## config.mk

```make
export PLATFORM = sky130hd
export DESIGN_NAME = writeback_arb
export DESIGN_NICKNAME = d
export VERILOG_FILES = /design/src/rtl/writeback_arb.sv
export SDC_FILE = /design/constraint.sdc
export NUM_CORES = 1
export LEC_CHECK = 0
export CORE_MARGIN = 10
export CORE_UTILIZATION = 35
export DETAILED_ROUTE_END_ITERATION = 12
export PLACE_DENSITY = 0.83
export SETUP_SLACK_MARGIN = 0.02
export SLEW_MARGIN = 40
export SYNTH_ARGS = -nofsm -noshare
export SYNTH_HDL_FRONTEND = slang
export SYNTH_SLANG_ARGS = --single-unit
```

## constraint.sdc

```tcl
create_clock -name clock -period 3.8 [get_ports clock]
set_clock_uncertainty 0.05 [all_clocks]
set_input_delay 0.76 -clock clock [delete_from_list [all_inputs] [get_ports clock]]
set_output_delay 0.76 -clock clock [all_outputs]
set_load 0.01 [all_outputs]
```

## src/rtl/writeback_arb.sv

```systemverilog
// writeback_arb: multi-source writeback stage for the swt16 core.
// A round-robin arbiter accepts one completed result per cycle from NUM_SRC
// valid/ready channels. The accepted result is registered onto the
// register-file write port, which also feeds the forwarding network.
// Saturating retire and stall statistics are kept alongside.
module writeback_arb #(
  parameter int NUM_SRC         = 2,
  parameter int PMEM_WORD_WIDTH = 16,
  parameter int IALU_WORD_WIDTH = 16,
  parameter int REG_IDX_WIDTH   = 4,
  parameter int PC_WIDTH        = 12,
  parameter int CNT_WIDTH       = 16,
  parameter int DISCARD_R0      = 1
) (
  input  logic                                 clock,
  input  logic                                 reset,
  input  logic [NUM_SRC-1:0]                   in_valid,
  output logic [NUM_SRC-1:0]                   in_ready,
  input  logic [NUM_SRC-1:0]                   in_act_write_res_to_reg,
  input  logic [NUM_SRC*IALU_WORD_WIDTH-1:0]   in_res,
  input  logic [NUM_SRC*REG_IDX_WIDTH-1:0]     in_res_reg_idx,
  input  logic [NUM_SRC*PMEM_WORD_WIDTH-1:0]   in_instr,
  input  logic [NUM_SRC*PC_WIDTH-1:0]          in_pc,
  input  logic                                 in_flush,
  output logic                                 out_act_write_res_to_reg,
  output logic [IALU_WORD_WIDTH-1:0]           out_res,
  output logic [REG_IDX_WIDTH-1:0]             out_res_reg_idx,
  output logic                                 out_retire_valid,
  output logic [PMEM_WORD_WIDTH-1:0]           out_retire_instr,
  output logic [PC_WIDTH-1:0]                  out_retire_pc,
  output logic [CNT_WIDTH-1:0]                 out_retire_cnt,
  output logic [CNT_WIDTH-1:0]                 out_stall_cnt
);

  // A single source still needs a one-bit pointer so the vectors stay legal.
  localparam int PTR_W = (NUM_SRC > 1) ? $clog2(NUM_SRC) : 1;

  // Counters stick at all-ones instead of wrapping.
  function automatic logic [CNT_WIDTH-1:0] sat_inc(input logic [CNT_WIDTH-1:0] v);
    if (&v) begin
      return v;
    end else begin
      return v + CNT_WIDTH'(1);
    end
  endfunction

  // Number of sources offering a result this cycle.
  function automatic int unsigned popcnt(input logic [NUM_SRC-1:0] v);
    int unsigned n;
    n = 32'd0;
    for (int i = 0; i < NUM_SRC; i++) begin
      if (v[i]) begin
        n = n + 32'd1;
      end else begin
        n = n;
      end
    end
    return n;
  endfunction

  // State
  logic [PTR_W-1:0]           rr_ptr_q, rr_ptr_d;
  logic                       we_q, we_d;
  logic [IALU_WORD_WIDTH-1:0] res_q, res_d;
  logic [REG_IDX_WIDTH-1:0]   idx_q, idx_d;
  logic                       rvalid_q, rvalid_d;
  logic [PMEM_WORD_WIDTH-1:0] instr_q, instr_d;
  logic [PC_WIDTH-1:0]        pc_q, pc_d;
  logic [CNT_WIDTH-1:0]       rcnt_q, rcnt_d;
  logic [CNT_WIDTH-1:0]       scnt_q, scnt_d;

  // Arbitration / selection
  logic                       found_s;
  logic                       hs_s;
  logic                       stall_s;
  logic [PTR_W-1:0]           grant_idx_s;
  logic [NUM_SRC-1:0]         ready_s;
  logic                       sel_act_s;
  logic [IALU_WORD_WIDTH-1:0] sel_res_s;
  logic [REG_IDX_WIDTH-1:0]   sel_idx_s;
  logic [PMEM_WORD_WIDTH-1:0] sel_instr_s;
  logic [PC_WIDTH-1:0]        sel_pc_s;

  // Round-robin search: first valid source at or after rr_ptr, wrapping.
  always_comb begin
    found_s     = 1'b0;
    grant_idx_s = '0;
    for (int k = 0; k < NUM_SRC; k++) begin
      if (!found_s && in_valid[(int'(rr_ptr_q) + k) % NUM_SRC]) begin
        found_s     = 1'b1;
        grant_idx_s = PTR_W'((int'(rr_ptr_q) + k) % NUM_SRC);
      end else begin
        found_s     = found_s;
      end
    end
    // Nothing is accepted while reset is held; flush does not block the grant.
    hs_s = found_s && !reset;
  end

  // One-hot ready on the granted source and an AND-OR mux of its fields.
  always_comb begin
    ready_s     = '0;
    sel_act_s   = 1'b0;
    sel_res_s   = '0;
    sel_idx_s   = '0;
    sel_instr_s = '0;
    sel_pc_s    = '0;
    for (int i = 0; i < NUM_SRC; i++) begin
      ready_s[i]  = hs_s && (int'(grant_idx_s) == i);
      sel_act_s   = sel_act_s | (found_s && (int'(grant_idx_s) == i) && in_act_write_res_to_reg[i]);
      sel_res_s   = sel_res_s
                  | ({IALU_WORD_WIDTH{int'(grant_idx_s) == i}} & in_res[i*IALU_WORD_WIDTH +: IALU_WORD_WIDTH]);
      sel_idx_s   = sel_idx_s
                  | ({REG_IDX_WIDTH{int'(grant_idx_s) == i}} & in_res_reg_idx[i*REG_IDX_WIDTH +: REG_IDX_WIDTH]);
      sel_instr_s = sel_instr_s
                  | ({PMEM_WORD_WIDTH{int'(grant_idx_s) == i}} & in_instr[i*PMEM_WORD_WIDTH +: PMEM_WORD_WIDTH]);
      sel_pc_s    = sel_pc_s
                  | ({PC_WIDTH{int'(grant_idx_s) == i}} & in_pc[i*PC_WIDTH +: PC_WIDTH]);
    end
  end

  assign in_ready = ready_s;

  // Next-state for the pointer, output register and statistics.
  always_comb begin
    rr_ptr_d = rr_ptr_q;
    we_d     = 1'b0;
    rvalid_d = 1'b0;
    res_d    = res_q;
    idx_d    = idx_q;
    instr_d  = instr_q;
    pc_d     = pc_q;
    rcnt_d   = rcnt_q;
    scnt_d   = scnt_q;
    // A valid source waited if more sources offered than were accepted.
    stall_s  = popcnt(in_valid) > (hs_s ? 32'd1 : 32'd0);

    if (hs_s) begin
      if (int'(grant_idx_s) == NUM_SRC - 1) begin
        rr_ptr_d = '0;
      end else begin
        rr_ptr_d = grant_idx_s + PTR_W'(1);
      end
    end else begin
      rr_ptr_d = rr_ptr_q;
    end

    // A flushed result is consumed but leaves the data outputs untouched.
    if (hs_s && !in_flush) begin
      rvalid_d = 1'b1;
      we_d     = sel_act_s && !((DISCARD_R0 != 0) && (sel_idx_s == '0));
      res_d    = sel_res_s;
      idx_d    = sel_idx_s;
      instr_d  = sel_instr_s;
      pc_d     = sel_pc_s;
      rcnt_d   = sat_inc(rcnt_q);
    end else begin
      rvalid_d = 1'b0;
      we_d     = 1'b0;
    end

    if (stall_s) begin
      scnt_d = sat_inc(scnt_q);
    end else begin
      scnt_d = scnt_q;
    end
  end

  // State register with synchronous reset taking priority.
  always_ff @(posedge clock) begin
    if (reset) begin
      rr_ptr_q <= '0;
      we_q     <= 1'b0;
      res_q    <= '0;
      idx_q    <= '0;
      rvalid_q <= 1'b0;
      instr_q  <= '0;
      pc_q     <= '0;
      rcnt_q   <= '0;
      scnt_q   <= '0;
    end else begin
      rr_ptr_q <= rr_ptr_d;
      we_q     <= we_d;
      res_q    <= res_d;
      idx_q    <= idx_d;
      rvalid_q <= rvalid_d;
      instr_q  <= instr_d;
      pc_q     <= pc_d;
      rcnt_q   <= rcnt_d;
      scnt_q   <= scnt_d;
    end
  end

  assign out_act_write_res_to_reg = we_q;
  assign out_res                  = res_q;
  assign out_res_reg_idx          = idx_q;
  assign out_retire_valid         = rvalid_q;
  assign out_retire_instr         = instr_q;
  assign out_retire_pc            = pc_q;
  assign out_retire_cnt           = rcnt_q;
  assign out_stall_cnt            = scnt_q;

endmodule

```

# == Yosys cells after proc, flatten, opt, wreduce, memory -nomap -nowiden ==
# Cells that the tools add are included.
# op_classes
n_addsub,5
mul,0
div_mod_pow,0
order_cmp,3
n_eq_ne,0
n_shift,0
muxes,14
bitwise_logic,18
reduce_logical,20
# op_table
op,n
16-bit AND,4
"16-bit by 1-bit adder with 16-bit output, second input constant",2
"32-bit by 1-bit adder with 32-bit output, second input constant",1
32-bit by 1-bit > comparator with 1-bit output,1
32-bit 2-to-1 mux,1
16-bit bitwise OR,2
16-bit AND reduction,2
12-bit AND,2
1-bit 2-to-1 mux,13
12-bit bitwise OR,1
1-bit logical AND,10
4-bit AND,2
1-bit logical NOT,4
4-bit logical NOT,1
1-bit inverter,4
4-bit bitwise OR,1
2-bit AND reduction,2
"2-bit by 3-bit < comparator with 1-bit output, second input constant",1
"1-bit adder, second input constant",2
"1-bit by 2-bit < comparator with 1-bit output, second input constant",1
2-bit OR reduction,1
"1-bit AND, first input constant",1
1-bit bitwise OR,1
# word_totals
regBits,83
latch_bits,0
ram_bits,0
mem_bits_ro,0
input_bits,103
output_inout_bits,84
elab_cells,69
memories,0

# == Depth between registers and ports, before layout ==
# Gate-level depths: netlist of the first run.
# depth
ltp_word,13
depth_mapped,9
mapped_depth_nobuf,7

# == Worst setup path before layout of the first run ==
# Ideal clock, no wire load.
# synth_timing
path_kind,input-to-reg
from,input in_valid[0]
to,register rcnt_q[15] (netlist: out_retire_cnt[15])
setup_time_ps,70
arrival_time_ps,2803
required_ps,3680
setup_slack_ps,876
cell_stages,8
path_buffers,2
path_cell_list,inv_1 ha_1 or3_4 buf_6 or4_1 buf_2 or4_1 a21oi_1
# synth_via
elab_chain_len,9
word_cells_on_any_way,12
classes_between,mux: 7; reduce/logical: 5
# synth_lines
item,line_no,text
start: declaration,17,"input logic [NUM_SRC-1:0] in_valid,"
1-bit 2-to-1 mux (implied by the code) (2 in a row),89,if (!found_s && in_valid[(int'(rr_ptr_q) + k) % NUM_SRC]) begin
1-bit 2-to-1 mux,89,
1-bit logical NOT,89,
1-bit logical AND,89,
1-bit 2-to-1 mux (*),89,
1-bit logical AND (*),97,hs_s = found_s && !reset;
1-bit logical AND (*),149,if (hs_s && !in_flush) begin
2-bit AND reduction (no line) (*),-,
end signal: assignment,189,rcnt_q <= rcnt_d;
end: declaration,69,"logic [CNT_WIDTH-1:0] rcnt_q, rcnt_d;"
# Mark *: on every way between the ends. The rest lies on a longest branch, timed or not. The select of a mux whose other input is x is not followed.
# A chain may end at the register's enable or synchronous reset.

# == Final worst setup path of the first run ==
# layout_timing
from,input in_valid[1]
to,output in_ready[0]
# layout_via
elab_chain_len,8
word_cells_on_any_way,14
classes_between,mux: 9; bitwise: 1; reduce/logical: 4
# layout_lines
item,line_no,text
1-bit 2-to-1 mux (implied by the code) (2 in a row),89,
1-bit 2-to-1 mux,89,
1-bit logical NOT,89,
1-bit logical AND,89,
1-bit 2-to-1 mux,89,
1-bit logical AND / 1-bit inverter (equally long branches),"97, 109",
1-bit logical AND (*),109,ready_s[i] = hs_s && (int'(grant_idx_s) == i);
end: declaration,18,"output logic [NUM_SRC-1:0] in_ready,"
# Marked as above.

==> results.sh, run 1 <==
export IMPL_multi_input_comb_area_um2=2060
export IMPL_finalHoldViolCount=0
export IMPL_end_kind="primary output"
export IMPL_placed_inst_area_um2=5830
export IMPL_critical_path_buf_inv_count=3
export IMPL_startpoint_type="primary input"
export IMPL_reg2reg_depth=5
export IMPL_power_mw=1.94
export IMPL_layout_min_cycle_time_ns=3.24
export IMPL_grt_antenna_before_repair=0
export IMPL_insertedDiodeCount=0
export IMPL_final_area_um2=6020
export IMPL_worstHoldPathType="flip-flop to flip-flop"
export IMPL_yosys_warnings=0
export IMPL_detail_route_antenna_nets=0
export IMPL_synth_seq_cells=83
export IMPL_grt_setup_unrepaired="no"
export IMPL_cell_with_the_most_instances_after_synthesis="dfxtp_1"
export IMPL_worst_ir_drop_vdd_v=0.000150
export IMPL_htreeDepth=3
export IMPL_crit_slowest_cell="clkdlybuf4s50_1"
export IMPL_hold_path_cell_count=2
export IMPL_clkTransAtPathRegs_ns=0.07
export IMPL_final_core_utilization_pct=55.6
export IMPL_ratio_of_cells_with_drive_above_1_in_the_final_layout_pct=5.95
export IMPL_nNetsFinal=707
export IMPL_post_synth_num_cell_types=37
export IMPL_cts_root_buf="clkbuf_8"
export IMPL_netlist_instances=429
export IMPL_detailedRoute_firstIterationViolations=281
export IMPL_outcome="completed"
export IMPL_coreArea_um2=10800
export IMPL_areaGrowthSynthToFinish_pct=55.8
export IMPL_drc_errors=0
export IMPL_cpLargestDelayFamily="buffers and inverters"
export IMPL_count_of_pins_over_their_slew_limit=0
export IMPL_initial_core_utilization_pct=35.7
export IMPL_chipWidth_um=125
export IMPL_crit_path_cell_trace="clkdlybuf4s50_1, inv_1, ha_1, nor3b_1, clkdlybuf4s50_1"
export IMPL_grt_first_pass_wirelength_um=19400
export IMPL_routed_via_count=3912
export IMPL_die_y_um=125
export IMPL_synth_area_leaders="dfxtp_1 43%, mux2i_1 13%, nand3_1 7.8%, o21ai_0 6.7%, mux2_2 3.2%"
export IMPL_post_cts_setup_repair_buffer_count=0
export IMPL_finalWirelength_um=12200
export IMPL_cts_hold_buf=0
export IMPL_setup_violations_final=0
export IMPL_place_gp_congestion=0.810
export IMPL_post_dp_hpwl_um=9540
export IMPL_cts_repair_resized=0
export IMPL_timing_critical_path_required_ns=2.99
export IMPL_synthTopCellsByCount="83 x dfxtp_1, 60 x nand3_1, 52 x o21ai_0"
export IMPL_floorplan_io_pins=187
export IMPL_number_of_global_route_vias_before_repair=3863
export IMPL_place_worst_setup_slack_ns=0.231
export IMPL_hold_start="out_res[9]$_SDFFE_PP0P_"
export IMPL_syn_area_um2=3860
export IMPL_route_detailed_wl_per_inst_um=16.3
export IMPL_max_slew_worst_pin_slew_ns=0.816
export IMPL_path_common_cell="clkdlybuf4s50_1"
export IMPL_post_route_worst_setup_slack_ns=0.559
export IMPL_postSynthNetCount=536
export IMPL_number_of_clock_buffers_inserted_by_tritoncts=9
export IMPL_overflow=0
export IMPL_p_per_area_nw_per_um2=322
export IMPL_place_inst=729
export IMPL_synthDominantCellAreaShare_pct=43.0
export IMPL_maxCapViolCount=0
export IMPL_tritoncts_num_sinks=83
export IMPL_synth_top_cell_by_area="dfxtp_1"
export IMPL_hold_ep="out_res[9]$_SDFFE_PP0P_"
export IMPL_placement_rows=38
export IMPL_layout_cells_non_filler=745
export IMPL_synth_sequential_area_ratio_pct=43.0
export IMPL_seqCellArea_um2=1660
export IMPL_clock_insertion_delay_worst_skew_ns=0.35
export IMPL_fillCellCount=980
export IMPL_reg2reg_setup_slack_ns=1.69
export IMPL_final_setup_tns_ns=0
export IMPL_vias_per_cell=5.25
export IMPL_synth_edff_count=0
export IMPL_grt_max_degree=64
export IMPL_hold_slack_ns=0.421
export IMPL_floorplan_die_area_um2=15600
export IMPL_maxSlewHeadroom_pct=45.6
export IMPL_timing_fmax_ghz=0.309
export IMPL_detail_route_first_pass_iterations=4
export IMPL_timing_worst_setup_path_type="primary input to primary output"
export IMPL_worst_endpoint_arrival_ns=2.43
export IMPL_cts_path_max_buffers=2
export IMPL_r2r_end="out_retire_cnt[10]$_SDFFE_PP0P_"
export IMPL_ys_flop_type="dfxtp_1"
export IMPL_total_leakage_power_nw=2.27
export IMPL_postSynthAreaPerCell_um2=9.01
export IMPL_critical_path_reg2reg_startpoint="out_retire_cnt[0]$_SDFFE_PP0P_"
export IMPL_cts_tree="yes"
export IMPL_track_usage_pct=14.7
export IMPL_async_reset_ff_share_pct=0
export IMPL_crit_fanout=6
export IMPL_numPortBuffers=186
export IMPL_worst_path_largest_cell_delay_ns=0.57
export IMPL_final_min_period_over_clock_period_pct=85.3
## placed cells by master, fill, tap and decap left out, types with 3 or more instances in the layout
master,n
o31ai_1,7
a21oi_1,12
nor3_1,8
clkbuf_8,13
dfxtp_1,83
mux2_2,11
o41ai_1,8
nand4_1,8
and4_1,3
or3_1,5
o21ai_0,51
buf_4,6
clkdlybuf4s50_1,186
o311ai_0,7
or4_1,10
ha_1,4
nor4_1,7
nand2_1,14
nor2b_1,10
inv_1,7
nand3_1,60
mux2i_1,50
nor2_1,14
## worst max path at each step
| stage | cells past startpoint | from | to |
|---|---|---|---|
| 3_5_place_dp | 8 | in_valid[1] | out_retire_cnt[10]$_SDFFE_PP0P_ |
| 6_report | 5 | in_valid[1] | in_ready[0] |
| 4_1_cts | 5 | in_valid[1] | in_ready[0] |
| 3_3_place_gp | 8 | in_valid[1] | out_retire_cnt[10]$_SDFFE_PP0P_ |
| 2_1_floorplan | 8 | in_valid[0] | out_retire_cnt[15]$_SDFFE_PP0P_ |
| 5_1_grt | 5 | in_valid[1] | in_ready[1] |
## per-layer routing
layer	global-route usage, %	up-vias	share of wire, %
met5	0	-	0
met2	25.5	137	50
met4	5.89	0	1.7
met3	7.22	14	9.9
li1	-	1958	-
met1	14.9	1803	39
## where the power goes
part           switching [mW]  leakage [nW]  internal, mW
logic                   0.156          1.50         0.229
clock network           0.298        0.0997         0.309
registers              0.0286         0.679         0.917
total                   0.483          2.27          1.46
## worst min-delay path, cell delays in order, from the launching register on
cell and delay [ns]:
dfxtp_1 0.31, nand3_1 0.05, o21ai_0 0.06
## layout make-up
cell class                 count  area share [%]
sequential                    83            27.6
inverter                       8           0.540
tap                          140            2.91
clock buffer                  15            3.10
timing repair buffer         192            31.7
multi-input combinational    306            34.1
clock inverter                 1          0.0831
## kinds of logic (layout without fill, tap and decap cells)
logic type | Yosys count | in the layout | share of synthesized area [%]
DFF | 83 | 83 | 43.0
AOI/OAI and AO/OA | 96 | 96 | 15.2
adders and majority gates | 4 | 4 | 1.29
buffers and inverters | 40 | 216 | 4.11
muxes | 61 | 61 | 16.2
and+or+nand+nor | 145 | 145 | 20.3
Power figures use the tool's default switching activity.
==> run 2: changes to the inputs <==
--- a/config.mk
+++ b/config.mk
@@ -6,10 +6,11 @@
 export NUM_CORES = 1
 export LEC_CHECK = 0
 export CORE_MARGIN = 10
-export CORE_UTILIZATION = 35
+export CORE_UTILIZATION = 30
 export DETAILED_ROUTE_END_ITERATION = 12
-export PLACE_DENSITY = 0.83
+export PLACE_DENSITY = 0.74
 export SETUP_SLACK_MARGIN = 0.02
+export SKIP_CTS_REPAIR_TIMING = 1
 export SLEW_MARGIN = 40
 export SYNTH_ARGS = -nofsm -noshare
 export SYNTH_HDL_FRONTEND = slang
==> run 2 against run 1 <==
  * Via count is 0.69% lower
  * Count of clock-buffer cells in the layout fell by 4
  * Worst hold slack about the same
  * Final cell count increased by 4.4%
  * Design area grew 2.8%
  * Sequential power about the same
==> results.sh, run 2 (same netlist as run 1, synthesis figures left out) <==
export IMPL_outcome="completed"
export IMPL_finalHoldViolCount=0
export IMPL_worst_path_largest_cell_delay_ns=0.55
export IMPL_route_detailed_wl_per_inst_um=16.1
export IMPL_timing_worst_setup_path_type="primary input to flip-flop"
export IMPL_total_leakage_power_nw=2.32
export IMPL_p_per_area_nw_per_um2=361
export IMPL_routed_via_count=3885
export IMPL_timing_critical_path_required_ns=4.01
export IMPL_clockPowerShare_pct=40.3
export IMPL_layout_min_cycle_time_ns=3.25
export IMPL_timing_fmax_ghz=0.308
export IMPL_maxSlewHeadroom_pct=47.5
export IMPL_hold_start="out_res[9]$_SDFFE_PP0P_"
export IMPL_floorplan_die_area_um2=17800
export IMPL_number_of_global_route_vias_before_repair=4030
export IMPL_grt_antenna_before_repair=0
export IMPL_finalWirelength_um=12500
export IMPL_vias_per_cell=4.99
export IMPL_cts_path_max_buffers=2
export IMPL_ratio_of_cells_with_drive_above_1_in_the_final_layout_pct=6.44
export IMPL_grt_setup_unrepaired="no"
export IMPL_cts_tree="yes"
export IMPL_hold_path_cell_count=2
export IMPL_detailedRoute_firstIterationViolations=286
export IMPL_seqCellArea_um2=1660
export IMPL_crit_fanout=42
export IMPL_crit_slowest_cell="clkdlybuf4s50_1"
export IMPL_power_frac_seq_pct=42.4
export IMPL_startpoint_type="primary input"
export IMPL_areaGrowthSynthToFinish_pct=60.2
export IMPL_comb_power_share_pct=17.2
export IMPL_initial_core_utilization_pct=30.6
export IMPL_end_kind="flip-flop"
export IMPL_r2r_end="out_retire_cnt[12]$_SDFFE_PP0P_"
export IMPL_coreArea_um2=12600
export IMPL_detail_route_first_pass_iterations=4
export IMPL_track_usage_pct=13.6
export IMPL_drc_errors=0
export IMPL_total_switching_power_mw=0.540
export IMPL_multi_input_comb_area_um2=2060
export IMPL_grt_max_degree=68
export IMPL_cpLargestDelayFamily="simple AND/OR/NAND/NOR gates"
export IMPL_htreeDepth=3
export IMPL_place_worst_setup_slack_ns=0.256
export IMPL_place_gp_congestion=0.801
export IMPL_cellInternalPower_mw=1.69
export IMPL_hold_ep="out_res[9]$_SDFFE_PP0P_"
export IMPL_final_min_period_over_clock_period_pct=85.6
export IMPL_top_library_cells_by_usage_in_the_layout_fill_and_taps_aside="186 x clkdlybuf4s50_1, 83 x dfxtp_1, 60 x nand3_1"
export IMPL_clock_insertion_delay_worst_skew_ns=0.33
export IMPL_max_slew_worst_pin_slew_ns=0.787
export IMPL_crit_path_cell_trace="clkdlybuf4s50_1, inv_1, ha_1, or3_4, buf_4, or3_1, or4_1, a21oi_1"
export IMPL_grt_first_pass_wirelength_um=20100
export IMPL_count_of_pins_over_their_slew_limit=0
export IMPL_detail_route_antenna_nets=0
export IMPL_fillCellCount=1198
export IMPL_die_y_um=134
export IMPL_numPortBuffers=186
export IMPL_insertedDiodeCount=0
export IMPL_number_of_clock_buffers_inserted_by_tritoncts=9
export IMPL_reg2reg_depth=5
export IMPL_post_route_worst_setup_slack_ns=0.549
export IMPL_placement_rows=41
export IMPL_worst_endpoint_arrival_ns=3.46
export IMPL_chipWidth_um=134
export IMPL_critical_path_reg2reg_startpoint="out_retire_cnt[0]$_SDFFE_PP0P_"
export IMPL_floorplan_io_pins=187
export IMPL_layout_commonest_cell="clkdlybuf4s50_1"
export IMPL_reg2reg_setup_slack_ns=1.63
export IMPL_tritoncts_num_sinks=83
export IMPL_worstHoldPathType="flip-flop to flip-flop"
export IMPL_cts_root_buf="clkbuf_16"
export IMPL_final_setup_tns_ns=0
export IMPL_worst_ir_drop_vdd_v=0.000295
export IMPL_maxCapViolCount=0
export IMPL_nNetsFinal=708
export IMPL_critical_path_buf_inv_count=3
export IMPL_power_share_switching_pct=24.2
export IMPL_post_dp_hpwl_um=9920
export IMPL_setup_violations_final=0
export IMPL_clkTransAtPathRegs_ns=0.06
export IMPL_overflow=0
-- run 2: cell count changes in the layout (fill, tap and decap cells not counted) --
cell / change
buf_4: +1
clkinvlp_4: +3
clkinv_4: +1
clkbuf_8: -11
inv_4: -1
bufinv_16: +1
clkinv_2: -1
clkbuf_16: +9
inv_2: +1
clkbuf_1: -2
-- run 2: tightest hold or removal path, stage by stage (launching register included) --
cell	delay, ns
dfxtp_1	0.31
nand3_1	0.05
o21ai_0	0.06
-- run 2: worst max path at each step --
stage / slack (ns) / end / from / cells past startpoint
6_report: 0.55 / out_retire_cnt[12]$_SDFFE_PP0P_ / in_valid[1] / 8
3_5_place_dp: 0.26 / out_retire_cnt[12]$_SDFFE_PP0P_ / in_valid[1] / 8
2_1_floorplan: 0.88 / out_retire_cnt[15]$_SDFFE_PP0P_ / in_valid[0] / 8
5_1_grt: 0.41 / out_retire_cnt[12]$_SDFFE_PP0P_ / in_valid[1] / 8
4_1_cts: 0.53 / in_ready[1] / in_valid[1] / 5
3_3_place_gp: 0.36 / out_retire_cnt[15]$_SDFFE_PP0P_ / in_valid[1] / 7
-- run 2: final cells by class --
type,instances,area share [%]
tap,172,3.48
sequential,83,26.8
timing repair buffer,193,30.9
multi-input combinational,306,33.2
inverter,8,0.485
clock buffer,11,4.08
clock inverter,5,0.990
-- run 2: through the flow --
stage          utilization (%)  total power, mW  hold WS, ns  cell area [µm²]  std cells
4_1_cts                   49.1             2.26        0.427             6190        778
3_5_place_dp              46.6             1.36        0.415             5880        762
2_1_floorplan                -             1.11        0.408             3860        429
3_3_place_gp              46.6             1.35        0.406             5880        762
6_report                  49.1             2.23        0.421             6190        778
5_1_grt                   49.1             2.33        0.454             6190        778
-- run 2: power groups by stage --
stage                     Combinational (mW)  Sequential [mW]  Clock, mW
final                                  0.385            0.947      0.901
after global routing                   0.421            0.954      0.956
after CTS                              0.392            0.948      0.925
after detailed placement               0.391            0.967          0
after global placement                 0.383            0.964          0
after floorplan                        0.129            0.984          0
-- run 2: routing by layer --
metal  GRT usage (%)  wire length, µm  vias to the layer above
li1                -                -                     1952
met3            7.18             1250                        8
met2            23.8             6280                      145
met5               0                0                        -
met1            13.8             4870                     1780
met4            3.81              125                        0
==> run 3: changes to the inputs <==
--- a/config.mk
+++ b/config.mk
@@ -5,6 +5,7 @@
 export SDC_FILE = /design/constraint.sdc
 export NUM_CORES = 1
 export LEC_CHECK = 0
+export CAP_MARGIN = 30
 export CORE_MARGIN = 10
 export CORE_UTILIZATION = 30
 export DETAILED_ROUTE_END_ITERATION = 12
@@ -15,3 +16,4 @@
 export SYNTH_ARGS = -nofsm -noshare
 export SYNTH_HDL_FRONTEND = slang
 export SYNTH_SLANG_ARGS = --single-unit
+export TNS_END_PERCENT = 50
==> results of run 3 <==
Final layout, timing and power as in run 2 (identical DEF).
